==> config.mk <==
export PLATFORM = sky130hd
export DESIGN_NAME = mdu_ctrl_flat
export DESIGN_NICKNAME = d
export VERILOG_FILES = /design/src/rtl/mdu_pkg.sv /design/src/rtl/mdu_ctrl_if.sv /design/src/rtl/mdu_fastpath.sv /design/src/rtl/mdu_ctrl.sv /design/src/flat_wrapper.sv
export SDC_FILE = /design/constraint.sdc
export NUM_CORES = 1
export LEC_CHECK = 0
export ABC_AREA = 0
export BUFFER_PORTS_ARGS = -buffer_cell sky130_fd_sc_hd__buf_2
export CAP_MARGIN = 30
export CORE_MARGIN = 2
export CORE_UTILIZATION = 47
export CTS_CLUSTER_SIZE = 30
export DETAILED_ROUTE_END_ITERATION = 6
export GPL_TIMING_DRIVEN = 0
export PLACE_DENSITY = 0.91
export SYNTH_ARGS = -nofsm -noshare
export SYNTH_HDL_FRONTEND = slang
export SYNTH_SLANG_ARGS = --single-unit
==> constraint.sdc <==
create_clock -name clk -period 1.8 [get_ports clk]
set_input_delay 0.27 -clock clk [delete_from_list [all_inputs] [get_ports clk]]
set_output_delay 0.27 -clock clk [all_outputs]
set_load 0.02 [all_outputs]
==> src/rtl/mdu_pkg.sv <==
// Shared definitions for the M-extension sequencing controller: opcode
// encodings, controller state enum and the fixed results used by the
// optional operand fast path (macro MDU_FASTPATH_EN).
package mdu_pkg;

    // M-extension operation encodings as carried on req_op / mdu_operation
    localparam logic [2:0] MUL    = 3'd0;
    localparam logic [2:0] MULH   = 3'd1;
    localparam logic [2:0] MULHSU = 3'd2;
    localparam logic [2:0] MULHU  = 3'd3;
    localparam logic [2:0] DIV    = 3'd4;
    localparam logic [2:0] DIVU   = 3'd5;
    localparam logic [2:0] REM    = 3'd6;
    localparam logic [2:0] REMU   = 3'd7;

    // Controller states; exported on the top-level state port for checkers
    typedef enum logic [1:0] {
        IDLE  = 2'd0,
        WAIT  = 2'd1,
        RESP  = 2'd2,
        DRAIN = 2'd3
    } mdu_ctrl_state_t;

    // Architecturally defined results for divide-by-zero and signed overflow
    localparam logic [31:0] FP_ALL_ONES = 32'hFFFF_FFFF;
    localparam logic [31:0] FP_INT_MIN  = 32'h8000_0000;

    // Multiply family occupies the lower half of the encoding space
    function automatic logic is_mul_op(input logic [2:0] op);
        return !op[2];
    endfunction

endpackage

==> src/rtl/mdu_ctrl_if.sv <==
// Bundle of request, response and MDU-side signals of mdu_ctrl.
//
// Handshake semantics (both req_* and resp_* channels): a transfer happens on
// the rising edge where valid && ready are both high. Once valid is raised the
// payload stays stable until that edge; valid never depends combinationally
// on ready. flush kills whatever request the controller holds and has priority
// over a response handshake in the same cycle.
interface mdu_ctrl_if;
    logic        req_valid;
    logic        req_ready;
    logic [2:0]  req_op;
    logic [31:0] req_rs1;
    logic [31:0] req_rs2;
    logic [4:0]  req_rd;
    logic        flush;
    logic        resp_valid;
    logic        resp_ready;
    logic [31:0] resp_data;
    logic [4:0]  resp_rd;
    logic        resp_err;
    logic        mdu_start;
    logic [2:0]  mdu_operation;
    logic [31:0] mdu_x;
    logic [31:0] mdu_y;
    logic        mdu_done;
    logic [31:0] mdu_result;
    logic        busy;

    // Controller view
    modport slave (
        input  req_valid, req_op, req_rs1, req_rs2, req_rd, flush,
        input  resp_ready, mdu_done, mdu_result,
        output req_ready, resp_valid, resp_data, resp_rd, resp_err,
        output mdu_start, mdu_operation, mdu_x, mdu_y, busy
    );

    // Execute stage plus MDU view
    modport master (
        output req_valid, req_op, req_rs1, req_rs2, req_rd, flush,
        output resp_ready, mdu_done, mdu_result,
        input  req_ready, resp_valid, resp_data, resp_rd, resp_err,
        input  mdu_start, mdu_operation, mdu_x, mdu_y, busy
    );
endinterface

==> src/rtl/mdu_fastpath.sv <==
// Combinational operand-class detector for mdu_ctrl, used only when
// MDU_FASTPATH_EN is defined. Flags requests whose result is fixed by the
// operands alone (zero multiplicand, divide by zero, signed overflow).
module mdu_fastpath
    import mdu_pkg::*;
(
    input  logic [2:0]  op,
    input  logic [31:0] rs1,
    input  logic [31:0] rs2,
    output logic        hit,
    output logic [31:0] value
);

    logic rs2_zero;
    logic sovf;

    assign rs2_zero = (rs2 == 32'd0);
    assign sovf     = (rs1 == FP_INT_MIN) && (rs2 == FP_ALL_ONES);

    // Classify the operands and pick the architecturally fixed result
    always_comb begin
        hit   = 1'b0;
        value = 32'd0;
        if (is_mul_op(op)) begin
            if ((rs1 == 32'd0) || rs2_zero) begin
                hit   = 1'b1;
                value = 32'd0;
            end
        end else begin
            case (op)
                DIV: begin
                    if (rs2_zero) begin
                        hit   = 1'b1;
                        value = FP_ALL_ONES;
                    end else if (sovf) begin
                        hit   = 1'b1;
                        value = FP_INT_MIN;
                    end
                end
                DIVU: begin
                    if (rs2_zero) begin
                        hit   = 1'b1;
                        value = FP_ALL_ONES;
                    end
                end
                REM: begin
                    if (rs2_zero) begin
                        hit   = 1'b1;
                        value = rs1;
                    end else if (sovf) begin
                        hit   = 1'b1;
                        value = 32'd0;
                    end
                end
                REMU: begin
                    if (rs2_zero) begin
                        hit   = 1'b1;
                        value = rs1;
                    end
                end
                default: begin
                    hit   = 1'b0;
                    value = 32'd0;
                end
            endcase
        end
    end

endmodule

==> src/rtl/mdu_ctrl.sv <==
// Sequencing controller between execute and the multiply/divide unit.
// Accepts one request, registers the operands, pulses mdu_start, waits for
// mdu_done (guarded by a watchdog) and returns the tagged result. Flushes
// either drop the pending response or drain the non-abortable MDU.
// Optional feature: define MDU_FASTPATH_EN to resolve trivial operand
// classes in IDLE without starting the MDU.
module mdu_ctrl
    import mdu_pkg::*;
#(
    parameter int TIMEOUT_CYCLES = 64
) (
    input  logic            clk,
    input  logic            rst_n,
    mdu_ctrl_if.slave       bus,
    output mdu_ctrl_state_t state
);

    localparam int          CW       = $clog2(TIMEOUT_CYCLES + 1);
    localparam logic [CW-1:0] CNT_LAST = CW'(TIMEOUT_CYCLES - 1);

    mdu_ctrl_state_t state_q;
    mdu_ctrl_state_t state_d;
    logic [CW-1:0]   cnt_q;
    logic            accept;
    logic            wd_expired;
    logic            fp_hit;
    logic [31:0]     fp_value;

`ifdef MDU_FASTPATH_EN
    mdu_fastpath u_fastpath (
        .op    (bus.req_op),
        .rs1   (bus.req_rs1),
        .rs2   (bus.req_rs2),
        .hit   (fp_hit),
        .value (fp_value)
    );
`else
    assign fp_hit   = 1'b0;
    assign fp_value = 32'd0;
`endif

    // req_ready and busy are pure state decodes so upstream sees no
    // combinational path from req_valid or resp_ready
    assign bus.req_ready = (state_q == IDLE);
    assign bus.busy      = (state_q != IDLE);
    assign state         = state_q;

    assign accept     = bus.req_valid && (state_q == IDLE) && !bus.flush;
    // Counter holds the number of WAIT/DRAIN cycles already spent, so this
    // fires on the TIMEOUT_CYCLES-th cycle after issue
    assign wd_expired = (cnt_q == CNT_LAST);

    // State register
    always_ff @(posedge clk or negedge rst_n) begin
        if (!rst_n) state_q <= IDLE;
        else        state_q <= state_d;
    end

    // Next-state decode; mdu_done is ignored outside WAIT/DRAIN
    always_comb begin
        state_d = state_q;
        case (state_q)
            IDLE: begin
                if (accept) state_d = fp_hit ? RESP : WAIT;
            end
            WAIT: begin
                if (bus.mdu_done)     state_d = bus.flush ? IDLE : RESP;
                else if (bus.flush)   state_d = DRAIN;
                else if (wd_expired)  state_d = RESP;
            end
            RESP: begin
                if (bus.flush || bus.resp_ready) state_d = IDLE;
            end
            DRAIN: begin
                if (bus.mdu_done || wd_expired) state_d = IDLE;
            end
            default: state_d = IDLE;
        endcase
    end

    // Watchdog counter: cleared on issue, counts while the MDU is running
    always_ff @(posedge clk or negedge rst_n) begin
        if (!rst_n) begin
            cnt_q <= '0;
        end else if (accept) begin
            cnt_q <= '0;
        end else if ((state_q == WAIT) || (state_q == DRAIN)) begin
            cnt_q <= cnt_q + CW'(1);
        end
    end

    // Registered outputs: operand hold, start pulse and response payload
    always_ff @(posedge clk or negedge rst_n) begin
        if (!rst_n) begin
            bus.mdu_start     <= 1'b0;
            bus.mdu_operation <= 3'd0;
            bus.mdu_x         <= 32'd0;
            bus.mdu_y         <= 32'd0;
            bus.resp_valid    <= 1'b0;
            bus.resp_data     <= 32'd0;
            bus.resp_rd       <= 5'd0;
            bus.resp_err      <= 1'b0;
        end else begin
            bus.mdu_start  <= accept && !fp_hit;
            bus.resp_valid <= (state_d == RESP);
            if (accept) begin
                bus.mdu_operation <= bus.req_op;
                bus.mdu_x         <= bus.req_rs1;
                bus.mdu_y         <= bus.req_rs2;
                bus.resp_rd       <= bus.req_rd;
            end
            if (accept && fp_hit) begin
                bus.resp_data <= fp_value;
                bus.resp_err  <= 1'b0;
            end else if ((state_q == WAIT) && !bus.flush) begin
                if (bus.mdu_done) begin
                    bus.resp_data <= bus.mdu_result;
                    bus.resp_err  <= 1'b0;
                end else if (wd_expired) begin
                    bus.resp_data <= 32'd0;
                    bus.resp_err  <= 1'b1;
                end
            end
        end
    end

endmodule

==> src/flat_wrapper.sv <==
// flat-port wrapper written by rule: the top's interface ports become plain ports
module mdu_ctrl_flat import mdu_pkg::*;
#(
    parameter int TIMEOUT_CYCLES = 64
)
  (clk, rst_n, state, bus_req_valid, bus_req_op, bus_req_rs1, bus_req_rs2, bus_req_rd, bus_flush, bus_resp_ready, bus_mdu_done, bus_mdu_result, bus_req_ready, bus_resp_valid, bus_resp_data, bus_resp_rd, bus_resp_err, bus_mdu_start, bus_mdu_operation, bus_mdu_x, bus_mdu_y, bus_busy);
  mdu_ctrl_if bus_i ();
  input  logic clk;
  input  logic rst_n;
  output mdu_ctrl_state_t state;
  input wire logic [$bits(bus_i.req_valid)-1:0] bus_req_valid;
  input wire logic [$bits(bus_i.req_op)-1:0] bus_req_op;
  input wire logic [$bits(bus_i.req_rs1)-1:0] bus_req_rs1;
  input wire logic [$bits(bus_i.req_rs2)-1:0] bus_req_rs2;
  input wire logic [$bits(bus_i.req_rd)-1:0] bus_req_rd;
  input wire logic [$bits(bus_i.flush)-1:0] bus_flush;
  input wire logic [$bits(bus_i.resp_ready)-1:0] bus_resp_ready;
  input wire logic [$bits(bus_i.mdu_done)-1:0] bus_mdu_done;
  input wire logic [$bits(bus_i.mdu_result)-1:0] bus_mdu_result;
  output wire logic [$bits(bus_i.req_ready)-1:0] bus_req_ready;
  output wire logic [$bits(bus_i.resp_valid)-1:0] bus_resp_valid;
  output wire logic [$bits(bus_i.resp_data)-1:0] bus_resp_data;
  output wire logic [$bits(bus_i.resp_rd)-1:0] bus_resp_rd;
  output wire logic [$bits(bus_i.resp_err)-1:0] bus_resp_err;
  output wire logic [$bits(bus_i.mdu_start)-1:0] bus_mdu_start;
  output wire logic [$bits(bus_i.mdu_operation)-1:0] bus_mdu_operation;
  output wire logic [$bits(bus_i.mdu_x)-1:0] bus_mdu_x;
  output wire logic [$bits(bus_i.mdu_y)-1:0] bus_mdu_y;
  output wire logic [$bits(bus_i.busy)-1:0] bus_busy;
  assign bus_i.req_valid = bus_req_valid;
  assign bus_i.req_op = bus_req_op;
  assign bus_i.req_rs1 = bus_req_rs1;
  assign bus_i.req_rs2 = bus_req_rs2;
  assign bus_i.req_rd = bus_req_rd;
  assign bus_i.flush = bus_flush;
  assign bus_i.resp_ready = bus_resp_ready;
  assign bus_i.mdu_done = bus_mdu_done;
  assign bus_i.mdu_result = bus_mdu_result;
  assign bus_req_ready = bus_i.req_ready;
  assign bus_resp_valid = bus_i.resp_valid;
  assign bus_resp_data = bus_i.resp_data;
  assign bus_resp_rd = bus_i.resp_rd;
  assign bus_resp_err = bus_i.resp_err;
  assign bus_mdu_start = bus_i.mdu_start;
  assign bus_mdu_operation = bus_i.mdu_operation;
  assign bus_mdu_x = bus_i.mdu_x;
  assign bus_mdu_y = bus_i.mdu_y;
  assign bus_busy = bus_i.busy;
  mdu_ctrl #(.TIMEOUT_CYCLES(TIMEOUT_CYCLES)) u_core (.clk(clk), .rst_n(rst_n), .bus(bus_i), .state(state));
endmodule
# == Word-level counts from Yosys, hierarchy flattened ==
# Cells that the tools add are included.
# word_totals
ff_bits,116
wordCells,42
# classes
addsub,1
n_eq_ne,5
mux,14
n_reduce_logical,12
# ops
operator,count
32-bit two-way mux,2
2-bit two-way mux,7
7-bit two-way mux,2
2-bit case mux with 4 select lines,1
7-bit by 1-bit adder with 7-bit output (second input constant),1
7-bit by 6-bit equality test with 1-bit output (second input constant),1
2-bit equality test (second input constant),3
2-bit nonzero test,3
1-bit logical AND,3
1-bit logical OR,3
2-bit by 1-bit equality test with 1-bit output (second input constant),1
2-bit zero test,1
1-bit two-way mux,2
2-bit AND reduction,1
1-bit zero test,1

# == Longest topological paths before layout ==
# logic_depth
word_depth,6
depth_mapped,6
ltp_nobuf,4

# == Worst setup path before layout ==
# Ideal clock, no wire load.
# synth_timing
path_type,register -> register
startpoint,register u_core.state_q[1] (netlist: u_core.state[1])
endpoint,register u_core.bus.mdu_y[2]
setup_time_ns,0.127
arrival_ns,1.515
t_required_ns,1.673
setup_slack_ns,0.157
stages_incl_launch_ff,6
synth_period_minus_slack_ns,1.643
path_cell_list,dfrtp_1 > buf_6 > nor4b_2 > buf_4 > buf_4 > mux2_1
# synth_between
elab_chain_cells,3
# synth_rtl
element,line,source
"start, declared",mdu_ctrl.sv:21,mdu_ctrl_state_t state_q;
"start signal, assigned",mdu_ctrl.sv:56,else state_q <= state_d;
2-bit zero test,mdu_ctrl.sv:48,assign accept = bus.req_valid && (state_q == IDLE) && !bus.flush;
1-bit logical AND (2 in series),mdu_ctrl.sv:48,
via u_core.accept,mdu_ctrl.sv:24,logic accept;
"end signal, assigned",mdu_ctrl.sv:109,bus.mdu_y <= bus.req_rs2;
"end, declared",mdu_ctrl_if.sv:34,"output mdu_start, mdu_operation, mdu_x, mdu_y, busy"
# The timed path passes the listed nets, and every way through them passes these cells.
# A chain may end at the register's enable or synchronous reset.

# == Worst setup path after layout ==
# layout_timing
startpoint,register u_core.state_q[0] (netlist: u_core.state[0])
endpoint,output port bus_busy
# layout_between
elab_chain_cells,1
# layout_rtl
element,line,source
2-bit nonzero test,mdu_ctrl.sv:45,assign bus.busy = (state_q != IDLE);
"end, declared",flat_wrapper.sv:29,output wire logic [$bits(bus_i.busy)-1:0] bus_busy;
# Every way passes these cells.

==> flow_summary.json <==
{
  "outcome": "complete, no violations",
  "p_per_area_mw_per_mm2": 1380,
  "comb_power_share": 0.312,
  "cts_tree": "done",
  "arrival_ps": 1460,
  "initial_utilization": 0.479,
  "cp-start-kind": "register",
  "synthesis.nets": 464,
  "synthXorXnorAreaFrac": 0.00718,
  "drt_iter0_drc": 321,
  "crit_slowest_cell": "dfrtp_1",
  "core_area_mm2": 0.0102,
  "reg2reg_from": "u_core.state[1]$_DFF_PN0_",
  "grt_pass1_vias": 4830,
  "synth_seq_cells": 116,
  "drive_gt1_frac": 0.535,
  "crit_path_start": "u_core.state[0]$_DFF_PN0_",
  "post_cts_buffers": 0,
  "grt_max_degree": 61,
  "maxSlewViolCount": 0,
  "fin_crit_ps": 1730,
  "worst_slack_ps": 71.4,
  "ff2ff_path_depth": 5,
  "slowest_delay_ps": 440,
  "dp_slack_ps": -38.0,
  "dieArea_mm2": 0.0112,
  "io_buffers": 220,
  "hold_path_end": "u_core.bus.resp_data[26]$_DFFE_PN0P_",
  "critical_path.cell_chain": "buf_4 -> nor2_1 -> inv_1 -> buf_2",
  "fin_nets": 799,
  "p_seq_frac": 0.358,
  "cts_htree_levels": 4,
  "dr.pass1.iters": 6,
  "avgSynthCellArea_um2": 13.8,
  "hp-class": "in -> reg",
  "final_util": 0.762,
  "routed_wl_um": 15600,
  "vias": 4286,
  "slew-limit-headroom": 0.474,
  "hold_path_depth": 3,
  "worstPathMaxFanout": 10,
  "globalplace.congestion": 0.796,
  "fp.dieW_um": 106,
  "grt_pass1_wl_um": 24300,
  "worst_slew_pin_slew_ps": 788,
  "synth_top_family_by_area": "multiplexers",
  "antenna_found_initial": 0,
  "synth-compound-area-share": 0.128,
  "period_share": 0.960,
  "synthAdderAreaFrac": 0.00256,
  "r2r-end": "u_core.bus.mdu_y[25]$_DFFE_PN0P_",
  "clock.fmax_mhz": 578,
  "synthDistinctLibCells": 37,
  "path_clk_slew_ps": 60,
  "clock_path_buffers": 2,
  "hold_viol": 0,
  "cts_buffers": 17,
  "cts_sinks": 116,
  "ctsRootBufferMaster": "clkbuf_8",
  "vias_per_cell": 5.11,
  "p_int_mw": 7.12,
  "syn2layout_area_growth_pct": 59.2,
  "rsz0062_at_grt": "yes",
  "syn-cell-area_mm2": 0.00488,
  "timing_worst_setup_path_type": "reg -> out",
  "finalSetupViolCount": 0,
  "layout_common_cells": "219 x buf_2, 116 x dfrtp_1, 95 x dlygate4sd3_1",
  "yosys.area_share.simple": 0.0315,
  "die_h_um": 106,
  "r2r_setup_slack_ps": 90,
  "wl_per_cell_um": 18.6,
  "netlist_instances": 353,
  "swShare": 0.337,
  "clkPwrFrac": 0.330,
  "cap_violations": 0,
  "drcViolationCount": 0,
  "required_ps": 1530,
  "ir_drop_uv": 811,
  "ioPinCount": 221,
  "layout_commonest_cell": "buf_2",
  "synth.area.mux_share": 0.168,
  "num_rows": 37,
  "synth_warnings": 0,
  "grt_overflow_total": 0,
  "switchingPower_mw": 3.63,
  "postRouteAntennaNets": 0,
  "clk-insertion-delay-late_ps": 510,
  "grt_usage": 0.283,
  "hp-start": "bus_mdu_result[26]",
  "yosysSeqAreaShare": 0.595,
  "power_leakage_nw": 3.78,
  "end_kind": "output pin",
  "dp_hpwl_um": 9240,
  "finClkSkew_ps": 7.31
}
through the flow:
stage | total power, mW | cells | TNS, ps | hold slack [ps] | cell area, µm²
floorplan | 5.71 | 353 | 0 | -25.6 | 4880
global placement | 6.74 | 709 | -91570 | 466 | 6150
detailed placement | 6.92 | 710 | -139 | 402 | 6180
CTS | 10.6 | 834 | -460 | 0.134 | 7720
global route | 11.2 | 837 | -156 | 4.92 | 7760
finish | 10.7 | 838 | 0 | 17.3 | 7760
cell families after synthesis:
logic type	count (synthesis)
AO/OA/AOI/OAI	77
adder cells (fa/ha/maj)	1
AND/OR/NAND/NOR	26
XOR/XNOR	4
multiplexers	73
buffers and inverters	56
flip-flops	116
registers in the layout, indices dropped and copies added (netlist names):
signal	cells
u_core.bus.resp_valid	1
u_core.cnt_q	7
u_core.bus.resp_data	32
u_core.bus.mdu_y	32
u_core.bus.mdu_x	32
u_core.bus.resp_rd	5
u_core.bus.mdu_start	1
u_core.bus.resp_err	1
u_core.bus.mdu_operation	3
u_core.state	2
power groups by stage:
stage / sequential (mW) / clock (mW) / combinational, mW
3_3_place_gp: 3.73 / 0 / 3.01
6_report: 3.84 / 3.55 / 3.35
4_1_cts: 3.78 / 3.56 / 3.29
5_1_grt: 3.91 / 3.72 / 3.55
2_1_floorplan: 4.62 / 0 / 1.08
3_5_place_dp: 3.81 / 0 / 3.11
worst max path at each step:
stage / end / cells after the start
floorplan: u_core.bus.mdu_y[2]$_DFFE_PN0P_ / 5
global placement: u_core.bus.resp_data[5]$_DFFE_PN0P_ / 1
detailed placement: u_core.bus.resp_data[2]$_DFFE_PN0P_ / 5
CTS: u_core.bus.resp_data[25]$_DFFE_PN0P_ / 5
global route: u_core.bus.mdu_y[25]$_DFFE_PN0P_ / 5
finish: bus_busy / 4
layout make-up:
cell class                 count  area (µm²)
antenna                        1        2.50
buffer                        22         206
clock buffer                  20         445
clock inverter                12         176
fill                         600        2420
inverter                      34         128
multi-input combinational    181        1650
sequential                   116        2900
tap                          136         170
timing repair buffer         316        2080
worst max-delay path, delay by kind of cell (launching register included):
family                 cells  cell delay [ps]
AND/OR/NAND/NOR            1              120
buffers and inverters      3              400
flip-flops                 1              440
synth_stat cells, drive strengths merged:
master / number / area, µm²
dfrtp: 116 / 2900
mux2: 72 / 811
o21ai: 35 / 175
inv: 34 / 128
a22oi: 33 / 388
buf: 18 / 185
nor2: 7 / 26.3
a21oi: 4 / 20.0
clkbuf: 4 / 15.0
nand2: 3 / 11.3
xor2: 3 / 26.3
nand3: 2 / 10.0
nand4: 2 / 12.5
nor3: 2 / 10.0
or3: 2 / 12.5
a31o: 1 / 8.76
a32oi: 1 / 8.76
and2: 1 / 6.26
and4b: 1 / 10.0
ha: 1 / 12.5
mux2i: 1 / 10.0
nand2b: 1 / 6.26
nand4b: 1 / 8.76
nor2b: 1 / 6.26
nor4b: 1 / 15.0
nor4bb: 1 / 10.0
o2111ai: 1 / 8.76
o211ai: 1 / 7.51
o22a: 1 / 8.76
or3b: 1 / 8.76
xnor2: 1 / 8.76
per-layer routing:
layer | up-vias | wire length (µm) | global-route usage
li1 | 1915 | - | -
met1 | 2122 | 5630 | 0.296
met2 | 185 | 8490 | 0.505
met3 | 64 | 770 | 0.0705
met4 | 0 | 725 | 0.180
met5 | - | 0 | 0
repair_timing:
action                                  4_1_cts  5_1_grt
hold buffers                                 92        3
endpoints found under the hold margin       150        3
endpoints found under the setup margin       18       46
resized for setup                             1        7
No activity file was read; power rests on OpenSTA's default activity.
